### src/rtl/shift_epoch_ctrl_if.sv
// -----------------------------------------------------------------------------
// shift_epoch_ctrl_if
//
// Purpose: groups the control and epoch signals that pass between the epoch
// generator (slave side) and whoever drives it (master side: a CSR block, the
// sweeper wrapper or a testbench).
//
// Signals:
//   enable          master -> slave  run the period timer; low parks it in idle
//   pause           master -> slave  freeze the countdown, outputs held
//   period_wr       master -> slave  one-cycle strobe, load period_in
//   period_in       master -> slave  new period in clk cycles
//   watchdog_signal slave -> master  one-cycle sweep-restart pulse
//   cur_bucket      slave -> master  current bucket index, 0..NUM_BUCKETS-1
//   cur_loop        slave -> master  epoch loop count
//   epoch_wrap      slave -> master  one-cycle pulse when cur_loop wraps to 0
//   busy            slave -> master  high while running or holding
//
// Optional (SHIFT_EPOCH_STATS_EN defined):
//   sweep_busy      master -> slave  the sweeper is still inside a pass
//   fire_count      slave -> master  saturating count of watchdog pulses
//   late_sweep      slave -> master  sticky: a pulse fired while sweep_busy
// -----------------------------------------------------------------------------
interface shift_epoch_ctrl_if #(
    parameter int unsigned TIMER_WIDTH = 32,
    parameter int unsigned BITS_SHIFT  = 4,
    parameter int unsigned LOOP_WIDTH  = 12
);
    logic                   enable;
    logic                   pause;
    logic                   period_wr;
    logic [TIMER_WIDTH-1:0] period_in;

    logic                   watchdog_signal;
    logic [BITS_SHIFT-1:0]  cur_bucket;
    logic [LOOP_WIDTH-1:0]  cur_loop;
    logic                   epoch_wrap;
    logic                   busy;

`ifdef SHIFT_EPOCH_STATS_EN
    logic                   sweep_busy;
    logic [31:0]            fire_count;
    logic                   late_sweep;

    modport master (
        output enable, pause, period_wr, period_in, sweep_busy,
        input  watchdog_signal, cur_bucket, cur_loop, epoch_wrap, busy, fire_count, late_sweep
    );

    modport slave (
        input  enable, pause, period_wr, period_in, sweep_busy,
        output watchdog_signal, cur_bucket, cur_loop, epoch_wrap, busy, fire_count, late_sweep
    );
`else
    modport master (
        output enable, pause, period_wr, period_in,
        input  watchdog_signal, cur_bucket, cur_loop, epoch_wrap, busy
    );

    modport slave (
        input  enable, pause, period_wr, period_in,
        output watchdog_signal, cur_bucket, cur_loop, epoch_wrap, busy
    );
`endif

endinterface

### src/rtl/shift_epoch_ctrl.sv
// -----------------------------------------------------------------------------
// shift_epoch_ctrl
//
// Purpose: timing and epoch generator for the shift-marking SRAM sweeper.
// A programmable down-counter emits a one-cycle watchdog_signal every
// period_reg cycles while running. Each pulse advances cur_bucket; when the
// bucket index wraps past NUM_BUCKETS-1 the loop counter increments, and when
// the loop counter itself wraps epoch_wrap pulses. The sweeper latches
// cur_bucket/cur_loop at the pulse and applies them on the next pass.
//
// Ports:
//   clk    in   system clock
//   reset  in   synchronous, active-high reset
//   bus    slave modport of shift_epoch_ctrl_if (control in, epoch state out)
//
// Optional build macro: SHIFT_EPOCH_STATS_EN adds fire_count / late_sweep
// outputs and the sweep_busy input. With the macro undefined the core
// behaviour is identical and those signals do not exist.
//
// Event priority within a cycle: reset > enable low > pause > terminal count.
// All outputs come straight from flops.
// -----------------------------------------------------------------------------
module shift_epoch_ctrl #(
    parameter int unsigned SRAM_DATA_WIDTH   = 72,
    parameter int unsigned NUM_BITS_BUCKET   = 4,
    parameter int unsigned NUM_BITS_RESERVED = 16,
    parameter int unsigned TIMER_WIDTH       = 32,
    parameter int unsigned DEFAULT_PERIOD    = 1000000,
    parameter int unsigned MIN_PERIOD        = 16
) (
    input logic               clk,
    input logic               reset,
    shift_epoch_ctrl_if.slave bus
);

    localparam int unsigned BLOOM_POS   = NUM_BITS_RESERVED;
    localparam int unsigned NUM_BUCKETS = (SRAM_DATA_WIDTH - NUM_BITS_RESERVED) / NUM_BITS_BUCKET;
    localparam int unsigned BITS_SHIFT  = $clog2(NUM_BUCKETS);
    localparam int unsigned LOOP_WIDTH  = BLOOM_POS - BITS_SHIFT;

    localparam logic [TIMER_WIDTH-1:0] MinPeriod     = TIMER_WIDTH'(MIN_PERIOD);
    localparam logic [TIMER_WIDTH-1:0] DefaultPeriod = TIMER_WIDTH'(DEFAULT_PERIOD);
    localparam logic [TIMER_WIDTH-1:0] TimerOne      = TIMER_WIDTH'(1);
    localparam logic [BITS_SHIFT-1:0]  LastBucket    = BITS_SHIFT'(NUM_BUCKETS - 1);
    localparam logic [BITS_SHIFT-1:0]  BucketOne     = BITS_SHIFT'(1);
    localparam logic [LOOP_WIDTH-1:0]  LoopOne       = LOOP_WIDTH'(1);

    typedef enum logic [1:0] {
        StIdle,
        StRun,
        StHold
    } state_e;

    state_e                 state_q, state_d;
    logic [TIMER_WIDTH-1:0] count_q, count_d;
    logic [TIMER_WIDTH-1:0] period_q, period_d;
    logic [BITS_SHIFT-1:0]  bucket_q, bucket_d;
    logic [LOOP_WIDTH-1:0]  loop_q, loop_d;
    logic                   watchdog_q, watchdog_d;
    logic                   wrap_q, wrap_d;
    logic                   busy_q, busy_d;

    logic [TIMER_WIDTH-1:0] period_clamped;
    logic                   fire;

    // Any write is floored at MinPeriod, including a write of zero.
    assign period_clamped = (bus.period_in < MinPeriod) ? MinPeriod : bus.period_in;

    // ------------------------------------------------------------------------
    // Next-state logic
    // ------------------------------------------------------------------------
    always_comb begin
        state_d    = state_q;
        count_d    = count_q;
        bucket_d   = bucket_q;
        loop_d     = loop_q;
        watchdog_d = 1'b0;
        wrap_d     = 1'b0;
        fire       = 1'b0;

        // A write in the same cycle as a reload is seen by that reload; an
        // interval already in progress keeps its loaded count.
        period_d = bus.period_wr ? period_clamped : period_q;

        unique case (state_q)
            StIdle: begin
                if (bus.enable) begin
                    state_d = StRun;
                    count_d = period_d - TimerOne;
                end
            end

            StRun: begin
                if (!bus.enable) begin
                    state_d = StIdle;
                    count_d = '0;
                end else if (bus.pause) begin
                    // Count is not touched, so a terminal count is suppressed.
                    state_d = StHold;
                end else if (count_q == '0) begin
                    fire    = 1'b1;
                    count_d = period_d - TimerOne;
                end else begin
                    count_d = count_q - TimerOne;
                end
            end

            StHold: begin
                if (!bus.enable) begin
                    state_d = StIdle;
                    count_d = '0;
                end else if (!bus.pause) begin
                    // The release cycle counts as a running cycle, so the
                    // pulse slips by exactly the number of paused cycles.
                    // A parked terminal count waits for a real run cycle.
                    state_d = StRun;
                    if (count_q != '0) begin
                        count_d = count_q - TimerOne;
                    end
                end
            end

            default: begin
                state_d = StIdle;
                count_d = '0;
            end
        endcase

        // Epoch advance lands on the same edge that raises watchdog_signal.
        if (fire) begin
            watchdog_d = 1'b1;
            if (bucket_q == LastBucket) begin
                bucket_d = '0;
                loop_d   = loop_q + LoopOne;
                wrap_d   = (loop_q == '1);
            end else begin
                bucket_d = bucket_q + BucketOne;
            end
        end

        busy_d = (state_d != StIdle);
    end

    // ------------------------------------------------------------------------
    // State registers
    // ------------------------------------------------------------------------
    always_ff @(posedge clk) begin
        if (reset) begin
            state_q    <= StIdle;
            count_q    <= '0;
            period_q   <= DefaultPeriod;
            bucket_q   <= '0;
            loop_q     <= '0;
            watchdog_q <= 1'b0;
            wrap_q     <= 1'b0;
            busy_q     <= 1'b0;
        end else begin
            state_q    <= state_d;
            count_q    <= count_d;
            period_q   <= period_d;
            bucket_q   <= bucket_d;
            loop_q     <= loop_d;
            watchdog_q <= watchdog_d;
            wrap_q     <= wrap_d;
            busy_q     <= busy_d;
        end
    end

    assign bus.watchdog_signal = watchdog_q;
    assign bus.cur_bucket      = bucket_q;
    assign bus.cur_loop        = loop_q;
    assign bus.epoch_wrap      = wrap_q;
    assign bus.busy            = busy_q;

`ifdef SHIFT_EPOCH_STATS_EN
    // ------------------------------------------------------------------------
    // Sweep statistics
    // ------------------------------------------------------------------------
    logic [31:0] fire_count_q, fire_count_d;
    logic        late_q, late_d;

    always_comb begin
        fire_count_d = fire_count_q;
        if (fire && (fire_count_q != '1)) begin
            fire_count_d = fire_count_q + 32'd1;
        end
        // A pulse while the sweeper is still busy means a pass was overrun.
        late_d = late_q | (fire & bus.sweep_busy);
    end

    always_ff @(posedge clk) begin
        if (reset) begin
            fire_count_q <= '0;
            late_q       <= 1'b0;
        end else begin
            fire_count_q <= fire_count_d;
            late_q       <= late_d;
        end
    end

    assign bus.fire_count = fire_count_q;
    assign bus.late_sweep = late_q;
`endif

endmodule

### src/flat_wrapper.sv
// flat-port wrapper written by rule: the top's interface ports become plain ports
module shift_epoch_ctrl_flat 
#(
    parameter int unsigned SRAM_DATA_WIDTH   = 72,
    parameter int unsigned NUM_BITS_BUCKET   = 4,
    parameter int unsigned NUM_BITS_RESERVED = 16,
    parameter int unsigned TIMER_WIDTH       = 32,
    parameter int unsigned DEFAULT_PERIOD    = 1000000,
    parameter int unsigned MIN_PERIOD        = 16
)
  (clk, reset, bus_enable, bus_pause, bus_period_wr, bus_period_in, bus_watchdog_signal, bus_cur_bucket, bus_cur_loop, bus_epoch_wrap, bus_busy);
  shift_epoch_ctrl_if #(.TIMER_WIDTH(TIMER_WIDTH)) bus_i ();
  input logic clk;
  input logic reset;
  input wire logic [$bits(bus_i.enable)-1:0] bus_enable;
  input wire logic [$bits(bus_i.pause)-1:0] bus_pause;
  input wire logic [$bits(bus_i.period_wr)-1:0] bus_period_wr;
  input wire logic [$bits(bus_i.period_in)-1:0] bus_period_in;
  output wire logic [$bits(bus_i.watchdog_signal)-1:0] bus_watchdog_signal;
  output wire logic [$bits(bus_i.cur_bucket)-1:0] bus_cur_bucket;
  output wire logic [$bits(bus_i.cur_loop)-1:0] bus_cur_loop;
  output wire logic [$bits(bus_i.epoch_wrap)-1:0] bus_epoch_wrap;
  output wire logic [$bits(bus_i.busy)-1:0] bus_busy;
  assign bus_i.enable = bus_enable;
  assign bus_i.pause = bus_pause;
  assign bus_i.period_wr = bus_period_wr;
  assign bus_i.period_in = bus_period_in;
  assign bus_watchdog_signal = bus_i.watchdog_signal;
  assign bus_cur_bucket = bus_i.cur_bucket;
  assign bus_cur_loop = bus_i.cur_loop;
  assign bus_epoch_wrap = bus_i.epoch_wrap;
  assign bus_busy = bus_i.busy;
  shift_epoch_ctrl #(.SRAM_DATA_WIDTH(SRAM_DATA_WIDTH), .NUM_BITS_BUCKET(NUM_BITS_BUCKET), .NUM_BITS_RESERVED(NUM_BITS_RESERVED), .TIMER_WIDTH(TIMER_WIDTH), .DEFAULT_PERIOD(DEFAULT_PERIOD), .MIN_PERIOD(MIN_PERIOD)) u_core (.clk(clk), .reset(reset), .bus(bus_i));
endmodule
### config.mk
export PLATFORM = sky130hd
export DESIGN_NAME = shift_epoch_ctrl_flat
export DESIGN_NICKNAME = d
export VERILOG_FILES = /design/src/rtl/shift_epoch_ctrl_if.sv /design/src/rtl/shift_epoch_ctrl.sv /design/src/flat_wrapper.sv
export SDC_FILE = /design/constraint.sdc
export NUM_CORES = 1
export LEC_CHECK = 0
export CORE_MARGIN = 10
export CORE_UTILIZATION = 40
export DETAILED_ROUTE_END_ITERATION = 6
export RECOVER_POWER = 50
export SYNTH_ARGS = -nofsm -noshare
export SYNTH_HDL_FRONTEND = slang
export SYNTH_SLANG_ARGS = --single-unit
### constraint.sdc
create_clock -name clk -period 6.15 [get_ports clk]
set_clock_uncertainty 0.05 [all_clocks]
set_input_delay 1.23 -clock clk [delete_from_list [all_inputs] [get_ports clk]]
set_output_delay 1.23 -clock clk [all_outputs]
set_load 0.02 [all_outputs]
==> impl_results.md, run 1 <==
* RSZ-0062 raised after global routing: false
* Clock sink count at 85
* Clock power share at 36.4%
* Root Driver: clkbuf_16
* Wire per inst at 19.7 um
* Placement Rows at 42
* Crit end category: flip-flop
* Vias in the first global route at 5291
* Area share of the largest cell type after synthesis at 30.8%
* Finish-stage setup viols at 0
* Worst-Skew Late Latency at 0.35 ns
* Fin Setup TNS at 0 ns
* Switch Pwr at 0.493 mW
* Leak pwr at 2.30 nW
* Combinational share of power at 23.2%
* Most common cell in the netlist: dfxtp_1
* Initial Utilization at 41.2%
* Worst Path Arrival at 5.22 ns
* Top FF cell, synth: dfxtp_1
* Maxcap violations at 0
* Final GP Congestion at 0.900
* CTS resizes at 0
* Cell-by-cell trace of the critical path: clkdlybuf4s50_1, nor4_1, nand4_1, or4_1, a31oi_1, ha_1, inv_1, a221oi_1, o21ai_1, buf_4, or4_1, nand3_1, o221ai_1
* CP peak stage delay at 0.59 ns
* H-tree levels at 3
* Max stage delay cell, worst path: or4_1
* Routed Antenna Nets at 0
* HP Start: u_core.count_q[17]
* Synth top area cells: dfxtp_1, mux2i_1, nor2_1, nor3_1, a21oi_1
* Routed wire length at 17700 um
* Ys Warns at 0
* Area of the multi-input gates at 0.00353 sq mm
* Fin. max-slew vios at 0
* Least-Margin Pin Slew at 1.33 ns
* Final Hold Viols at 0
* Crit share post-route at 82.1%
* Maximum VDD drop at 0.133 mV
* CP startpoint kind: input port
* TritonCTS buffer count at 9
* Share of layout cells above drive strength 1 at 7.18%
* Syn nets at 725
* Crit path max-delay family: simple AND/OR/NAND/NOR gates
* DR iter-0 viols at 619
* Worst-path clk slew at 0.07 ns
* Seq. cell area at 0.00170 sq mm
* Die Width at 137 um
* Seq pwr share at 40.4%
* EDFF count, synth at 0
* Initial antenna violation count at 0
* Most frequent cells after synthesis: dfxtp_1, nor2_1, nor3_1, nand2_1, a21oi_1
* Number of port buffers at 55
* Crit Path Category: input port to flip-flop
* Synth Instances at 685
* Post-CTS Setup Inserts at 0
* Antenna Cells at 0
* Avg Inst Size Synth at 8.06 sq um
* Worst Path Buf+Inv at 3
* Library cells used by synthesis at 84
* # fillers at 1353
* Minimum clock period at 5.05 ns
* Slew margin rel. at 11.4%
* Sequential area share after synthesis at 30.8%
* Chip height at 137 um
* Synth Register Bits at 85
* Via count at 5532
* Post-synthesis async set-or-reset flop share at 0%
* Total grt overflow at 0
* Pwr Density at 236 mW/mm^2
* Status: completed
* DRT Pass-1 Iters at 5
* Core area at 0.0134 sq mm
* Synth Cell Area at 0.00552 sq mm
* CTS Hold Bufs at 0
* CTS tree: done
* Data required, critical path at 6.32 ns
* Pin count of the biggest net entering global routing at 60
* Critical path origin: bus_period_in[24]
* Worst r2r src: u_core.count_q[0]
* Die area at 0.0189 sq mm
* Largest area contributor in the netlist: dfxtp_1
* # DRC at 0
* Boundary Pins at 56
* Int Power at 1.03 mW
* Area growth syn-to-layout at 16.6%
* Worst hold path type: flip-flop to flip-flop
* Total track usage at 18.7%
* CP dominant cell by count: or4_1
* Crit Path Max Fanout at 9
* Dpl hpwl at 13200 um
* Max frequency at 198 MHz
* CTS Buffer Depth at 2
* Via density at 6.15
* Switch share at 32.4%
* Worst hold slack at 0.431 ns
* First-pass GRT wire length at 28200 um
* Nets@finish at 759
## power by group through the flow
stage / Sequential (mW) / Clock, mW / Combinational (mW)
after global routing: 0.618 / 0.586 / 0.385
after detailed placement: 0.625 / 0 / 0.348
final: 0.614 / 0.554 / 0.354
after global placement: 0.624 / 0 / 0.346
after CTS: 0.613 / 0.562 / 0.350
after floorplan: 0.616 / 0 / 0.251
## layout by cell type (no fill, tap or decap), types with 8 or more instances in the layout
cell type         n
o22ai_1           9
nor3_1           43
or4_1            15
nand4_1          14
dlygate4sd3_1    20
o211ai_1         10
mux2i_1          35
buf_4             9
o31ai_1           8
nand3_1          19
nor2_1           71
dfxtp_1          85
nand2b_1          8
inv_1            22
and3_1            8
nor4_1           23
xnor2_1          10
a21oi_1          39
clkdlybuf4s50_1  33
clkbuf_16         9
nand2_1          40
or3_1            17
o21ai_0          18
xor2_1           15
## layer usage
layer,vias to the layer above,GRT usage (%),wire length [um]
li1,2679,-,-
met1,2612,26.1,8550
met2,212,27.1,7520
met3,29,3.79,1190
met4,0,8.26,478
met5,-,0,0
## cells by family (layout without fill, tap and decap cells)
logic type / count (synthesis) / in the layout / synth area share [%]
buffers and inverters: 63 / 102 / 5.28
muxes: 39 / 39 / 7.17
AOI/OAI and AO/OA: 169 / 169 / 22.7
adders and majority gates: 3 / 3 / 0.680
and+or+nand+nor: 301 / 301 / 29.4
xor gates and xnor gates: 25 / 25 / 3.97
DFF: 85 / 85 / 30.8
## stage by stage
stage | instances | cell area (sq um) | utilization [%] | setup WS [ns] | total power, mW
6_report | 900 | 6430 | 48.0 | 1.10 | 1.52
3_3_place_gp | 884 | 6150 | 45.9 | 0.896 | 0.970
3_5_place_dp | 884 | 6150 | 45.9 | 0.722 | 0.973
4_1_cts | 900 | 6440 | 48.1 | 1.09 | 1.52
5_1_grt | 900 | 6430 | 48.0 | 0.767 | 1.59
2_1_floorplan | 685 | 5520 | - | 1.38 | 0.866
## worst register-to-register path, stage by stage (launching register included)
cell and delay (ns):
dfxtp_1 0.32, inv_1 0.12, ha_1 0.24, or4b_1 0.67, or4_1 0.78, o41a_1 0.68
a2111oi_2 0.69, buf_4 0.26, o21ai_0 0.15, o211ai_1 0.14
## sequential cells by signal, indices dropped and copies added, names as in the netlist
signal and flops:
u_core.count_q 32, u_core.period_q 32, u_core.bus.cur_loop 12, u_core.bus.cur_bucket 4, u_core.state_q 2, u_core.bus.busy 1
u_core.bus.epoch_wrap 1, u_core.bus.watchdog_signal 1
## path summary, 6_finish.rpt
check | end | slack [ns] | cells past startpoint
worst max register to register | u_core.count_q[7] | 1.98 | 9
worst max-delay path | u_core.count_q[14] | 1.10 | 13
worst min register to register | u_core.count_q[17] | 0.43 | 2
worst min-delay path | u_core.count_q[17] | 0.43 | 2
## cell type report
class                           count  share of cell area, %
Timing Repair Buffer               64                   9.43
Clock buffer                       11                   3.62
Clock inverter                      5                  0.914
Multi-Input combinational cell    537                   54.9
Inverter                           22                   1.28
Sequential cell                    85                   26.4
Tap cell                          176                   3.42
No activity file was read; power rests on OpenSTA's default activity.
==> run 2, diff against run 1 <==
Clock period 6.15 ns to 4.5 ns, I/O delays scaled along.
==> run 2 against run 1 <==
  * Critical endpoint is now u_core.count_q[22]
  * Via count grew 3.3%
  * Flip-flop and latch count is the same
  * Design area grew 3.8%
  * First-iteration DRC count grew 15%
  * Largest cell class unchanged
  * Setup slack lost 0.73 ns
  * Register-to-register slack lost 1.3 ns
==> impl_results.md, run 2 (synthesis gave the netlist of run 1 again) <==
* HP Start: u_core.count_q[17]
* Routed Antenna Nets at 0 (unchanged)
* Most common cell after layout, fill and taps aside: dfxtp_1
* Antenna Cells at 0 (unchanged)
* Hold path cells at 2 (unchanged)
* Initial Utilization at 41.2% (unchanged)
* DRT Pass-1 Iters at 7 (+2)
* Slew margin rel. at 9.60% (-1.8 points)
* Core area at 0.0134 sq mm (unchanged)
* Placement Rows at 42 (unchanged)
* Final GP Congestion at 0.948 (+5.4%)
* Initial antenna violation count at 0 (unchanged)
* Crit end category: flip-flop
* Max frequency at 242 MHz
* # DRC at 0 (unchanged)
* Layout Cells excl Fill at 926 (+2.9%)
* Routed wire length at 18000 um (+1.6%)
* Vias in the first global route at 5357 (+1.2%)
* Nets@finish at 785 (+3.4%)
* Placed cell count at 910 (+2.9%)
* # fillers at 1332 (-1.6%)
* Total track usage at 19.3% (+0.53 points)
* Final Hold Viols at 0 (unchanged)
* TritonCTS buffer count at 9 (unchanged)
* Wire per inst at 19.5 um (-1.2%)
* Worst-Skew Late Latency at 0.35 ns (about the same)
* Worst hold path type: flip-flop to flip-flop
* Number of port buffers at 55 (unchanged)
* Share of layout cells above drive strength 1 at 10.4% (+3.2 points)
* Clock sink count at 85 (unchanged)
* Crit share post-route at 91.8%
* Pin count of the biggest net entering global routing at 42 (-30%)
* Boundary Pins at 56 (unchanged)
* Via count at 5717 (+3.3%)
* Die Width at 137 um (unchanged)
* FF-to-FF End: u_core.count_q[13]
* Hold path endpoint: u_core.count_q[17]
* Area of the multi-input gates at 0.00353 sq mm (about the same)
* CTS tree: done
* RSZ-0062 raised after global routing: false
* Worst-path clk slew at 0.07 ns (about the same)
* Total grt overflow at 0 (unchanged)
* CP startpoint kind: input port
* Status: completed
* Via density at 6.17 (+0.44%)
* Finish-stage setup viols at 0 (unchanged)
* Post-CTS Setup Inserts at 0 (unchanged)
* Chip height at 137 um (unchanged)
* Pwr Density at 336 mW/mm^2 (+42%)
* Leak pwr at 2.45 nW (+6.4%)
* Fin Setup TNS at 0 ns (unchanged)
* Crit Path Max Fanout at 9 (unchanged)
* Root Driver: clkbuf_16
* Area growth syn-to-layout at 21.1%
* Maxcap violations at 0 (unchanged)
* CTS Buffer Depth at 2 (unchanged)
* Seq. cell area at 0.00170 sq mm (unchanged)
* Maximum VDD drop at 0.167 mV (+25%)
* First-pass GRT wire length at 29000 um (+2.8%)
* Data required, critical path at 4.68 ns (-1.64 ns)
* Worst hold slack at 0.438 ns (+0.00705 ns)
* Commonest cells after routing, fill and taps aside: dfxtp_1, nor2_1, nor3_1, nand2_1, a21oi_1
* Least-Margin Pin Slew at 1.36 ns (+0.0267 ns)
* Worst r2r path cells at 8 (-1)
* Die area at 0.0189 sq mm (unchanged)
* Worst Path Arrival at 4.31 ns (-0.91 ns)
* Worst R2R Setup Slack at 0.65 ns (-1.33 ns)
* Placement Setup Slack at -0.0651 ns (-0.788 ns)
* Dpl hpwl at 13700 um (+3.3%)
* Fin. max-slew vios at 0 (unchanged)
* Worst r2r src: u_core.count_q[0]
* Minimum clock period at 4.13 ns
* H-tree levels at 3 (unchanged)
* DR iter-0 viols at 711 (+15%)
* Setup WS post-layout at 0.368 ns (-0.732 ns)
* Crit Path Category: input port to flip-flop
## run 2: cell count changes in the layout (fill, tap and decap cells not counted), moves of 2 or more
cell        delta
clkbuf_1       +2
clkinvlp_4     -2
bufinv_16      +2
buf_4         +23
## run 2: power breakdown
part / internal, mW / leakage, nW / total [mW] / switching (mW)
clock: 0.563 / 0.174 / 0.902 / 0.339
combinational: 0.190 / 1.58 / 0.501 / 0.311
sequential: 0.796 / 0.697 / 0.840 / 0.0434
## run 2: worst max-delay path by stage
| stage | from | slack, ns | endpoint | cells past startpoint |
|---|---|---|---|---|
| after floorplan | bus_period_wr | 0.06 | u_core.count_q[30] | 16 |
| after global placement | bus_period_in[24] | 0.08 | u_core.count_q[20] | 13 |
| after detailed placement | bus_period_in[24] | -0.07 | u_core.count_q[30] | 13 |
| after CTS | bus_period_in[24] | 0.30 | u_core.count_q[30] | 13 |
| after global routing | bus_period_in[4] | 0.02 | u_core.count_q[22] | 13 |
| final | bus_period_in[4] | 0.37 | u_core.count_q[22] | 13 |
## run 2: final cells by class
class,instances,area share (%)
clock buffer,10,3.58
clock inverter,6,1.74
inverter,22,1.24
multi-input combinational,537,52.9
sequential,85,25.5
tap,176,3.30
timing repair buffer,90,11.8
## run 2: worst max-delay path, cell delays in order
cell and delay (ns):
clkdlybuf4s50_1 0.52, nor4_1 0.36, nand4_1 0.20, or4_1 0.53
a31oi_1 0.26, ha_1 0.22, inv_1 0.06, a221oi_1 0.20
o21ai_1 0.22, buf_4 0.22, nor3_1 0.21, xor2_1 0.31
o21ai_1 0.09
## run 2: metal layers
layer  vias up  wire, um  track usage (%)
met5         -         0                0
met4         0       434             6.73
met3        30      1300             4.37
met2       237      7730             28.2
met1      2718      8560             27.0
li1       2732         -                -
## run 2: metrics by stage
step | utilization [%] | power, mW | area (sq um)
final | 49.9 | 2.24 | 6680
after detailed placement | 47.3 | 1.35 | 6330
after CTS | 49.9 | 2.24 | 6690
after global routing | 49.9 | 2.33 | 6680
after floorplan | - | 1.18 | 5520
after global placement | 47.3 | 1.34 | 6330
## run 2: repair_timing
item / in CTS / in global routing
setup endpoints to repair: 0 / 2
resized for setup: 0 / 1
hold buffers: 0 / 0
==> run 3, diff against run 2 <==
Settings changed: CORE_UTILIZATION 40 to 45, PLACE_DENSITY set to 0.68.
==> run 3 against run 2 <==
  * The flow now finishes with violations (capacitance limit, slew limit)
  * Power is 3.8% lower
  * Clock power down 9.6%
  * Non-clock buffer count fell by 2
  * Global-route usage grew 2.0 points
==> impl_results.md, run 3 (synthesis gave the netlist of run 1 again) <==
* Nets@finish at 783 (-0.25%)
* # fillers at 1158 (-13%)
* Critical path origin: bus_period_in[29]
* Crit share post-route at 93.5% (+1.6 points)
* Share of layout cells above drive strength 1 at 10.0% (-0.36 points)
* Fin. max-slew vios at 32 (+32)
* Worst-Skew Late Latency at 0.36 ns (about the same)
* Die area at 0.0171 sq mm (-9.5%)
* FF-to-FF End: u_core.count_q[9]
* Seq. cell area at 0.00170 sq mm (unchanged)
* Antenna Cells at 0 (unchanged)
* Pin count of the biggest net entering global routing at 32 (-24%)
* Hold path endpoint: u_core.count_q[11]
* CP peak stage delay at 0.54 ns (about the same)
* CTS tree: done
* RSZ-0062 raised after global routing: false
* Worst R2R Setup Slack at 0.74 ns (+0.09 ns)
* Most common cell after layout, fill and taps aside: dfxtp_1
* HP Start: u_core.count_q[11]
* Total grt overflow at 0 (unchanged)
* Placement Setup Slack at -0.0789 ns (-0.0138 ns)
* Root Driver: clkbuf_16
* Post-CTS Setup Inserts at 0 (unchanged)
* Final Hold Viols at 0 (unchanged)
* H-tree levels at 3 (unchanged)
* Fin Setup TNS at 0 ns (unchanged)
* Area growth syn-to-layout at 19.3%
* Vias in the first global route at 5383 (+0.49%)
* CTS Buffer Depth at 2 (unchanged)
* # DRC at 0 (unchanged)
* Finish-stage setup viols at 0 (unchanged)
* Worst hold path type: flip-flop to flip-flop
* Worst Path Arrival at 4.40 ns (+0.09 ns)
* Crit Path Category: input port to flip-flop
* Area of the multi-input gates at 0.00352 sq mm (-0.18%)
* Setup WS post-layout at 0.295 ns (-0.0736 ns)
* DRT Pass-1 Iters at 5 (-2)
* Wire per inst at 20.2 um (+3.6%)
* Core area at 0.0120 sq mm (-10%)
* Status: finished with violations
* Dpl hpwl at 13500 um (-1.4%)
* CP startpoint kind: input port
* Placement Rows at 40 (-4.8%)
* Worst r2r path cells at 8 (unchanged)
* Max frequency at 238 MHz (-1.8%)
* Max stage delay cell, worst path: or4_1
* Commonest cells after routing, fill and taps aside: dfxtp_1, nor2_1, nor3_1, nand2_1, a21oi_1
* Worst-path clk slew at 0.07 ns (about the same)
* Cell-by-cell trace of the critical path: clkdlybuf4s50_1, nor4_1, nand4_1, or4_1, a31oi_1, ha_1, inv_1, a221oi_1, o21ai_1, buf_4, nor4_1, mux2i_1, a21oi_1
* Worst hold slack at 0.443 ns (+0.00516 ns)
* Via count at 5725 (+0.14%)
* CTS Hold Bufs at 0 (unchanged)
* Data required, critical path at 4.69 ns (about the same)
* CP dominant cell by count: nor4_1
* Initial Utilization at 45.9% (+4.8 points)
* Routed Antenna Nets at 0 (unchanged)
* Via density at 6.40 (+3.7%)
* Die Width at 131 um (-4.9%)
* Total power at 2.16 mW (-3.8%)
* DR iter-0 viols at 707 (-0.56%)
* Routed wire length at 18000 um (about the same)
* Hold path cells at 1 (-1)
* First-pass GRT wire length at 28700 um (-1.0%)
* Number of port buffers at 55 (unchanged)
* CTS resizes at 0 (unchanged)
* Least-Margin Pin Slew at 1.83 ns (+0.476 ns)
* Maxcap violations at 1 (+1)
* Boundary Pins at 56 (unchanged)
* Total track usage at 21.3% (+2.0 points)
* Worst r2r src: u_core.count_q[0]
* Chip height at 131 um (-4.9%)
* Leak pwr at 2.41 nW (-1.7%)
* Pwr Density at 328 mW/mm^2 (-2.4%)
* Clock sink count at 85 (unchanged)
* Crit end category: flip-flop
* Initial antenna violation count at 0 (unchanged)
* Slew margin rel. at -22.1% (-32 points)
* Final GP Congestion at 0.934 (-1.6%)
* Crit Path Max Fanout at 9 (unchanged)
* Failing checks: capacitance limit, slew limit
* TritonCTS buffer count at 9 (unchanged)
* Minimum clock period at 4.21 ns (+0.0736 ns)
* Maximum VDD drop at 0.259 mV (+55%)
[run 3: cell count changes in the layout (fill, tap and decap cells not counted)]
cell	previous run	this run
dlygate4sd3_1	19	18
buf_4	32	31
nor4_2	2	1
mux2_1	1	0
inv_6	2	1
bufinv_16	3	2
mux2_2	3	4
clkdlybuf4s50_1	34	35
clkinvlp_4	0	2
clkinv_4	1	0
and2_0	0	1
and2_1	6	5
nor4_1	22	23
clkbuf_8	1	0
[run 3: metrics by stage]
stage                     cell area [sq um]  utilization (%)  instances
after floorplan                        5520                -        685
after detailed placement               6280             52.3        879
after CTS                              6590             54.9        894
final                                  6580             54.8        894
after global routing                   6580             54.8        894
after global placement                 6280             52.3        879
[run 3: routing by layer]
metal	wire, um	GRT usage, %	share of wire, %
met3	1320	3.99	7.3
met2	8060	31.9	45
met4	527	9.88	2.9
met1	8130	28.8	45
met5	0	0	0
[run 3: worst max path at each step]
| stage | to | cells after the start |
|---|---|---|
| after floorplan | u_core.count_q[30] | 16 |
| after global placement | u_core.count_q[20] | 13 |
| after detailed placement | u_core.count_q[30] | 13 |
| after CTS | u_core.count_q[30] | 13 |
| after global routing | u_core.count_q[26] | 12 |
| final | u_core.count_q[30] | 13 |
[run 3: cell type report]
cell class | count | share of cell area (%)
Multi-Input combinational cell | 537 | 53.5
Clock buffer | 10 | 3.48
Inverter | 22 | 1.25
Tap cell | 147 | 2.79
Timing Repair Buffer | 88 | 11.8
Sequential cell | 85 | 25.8
Clock inverter | 5 | 1.27
[run 3: power by group]
group | switching [mW] | internal, mW | total [mW]
clock | 0.329 | 0.485 | 0.815
combinational | 0.311 | 0.192 | 0.503
sequential | 0.0427 | 0.796 | 0.839
[run 3: critical path, delay by kind of cell]
kind / cells / cell delay, ns
multiplexers: 1 / 0.26
buffers and inverters: 3 / 0.70
AND/OR/NAND/NOR: 4 / 1.54
adder cells (fa/ha/maj): 1 / 0.21
AO/OA/AOI/OAI: 4 / 0.78
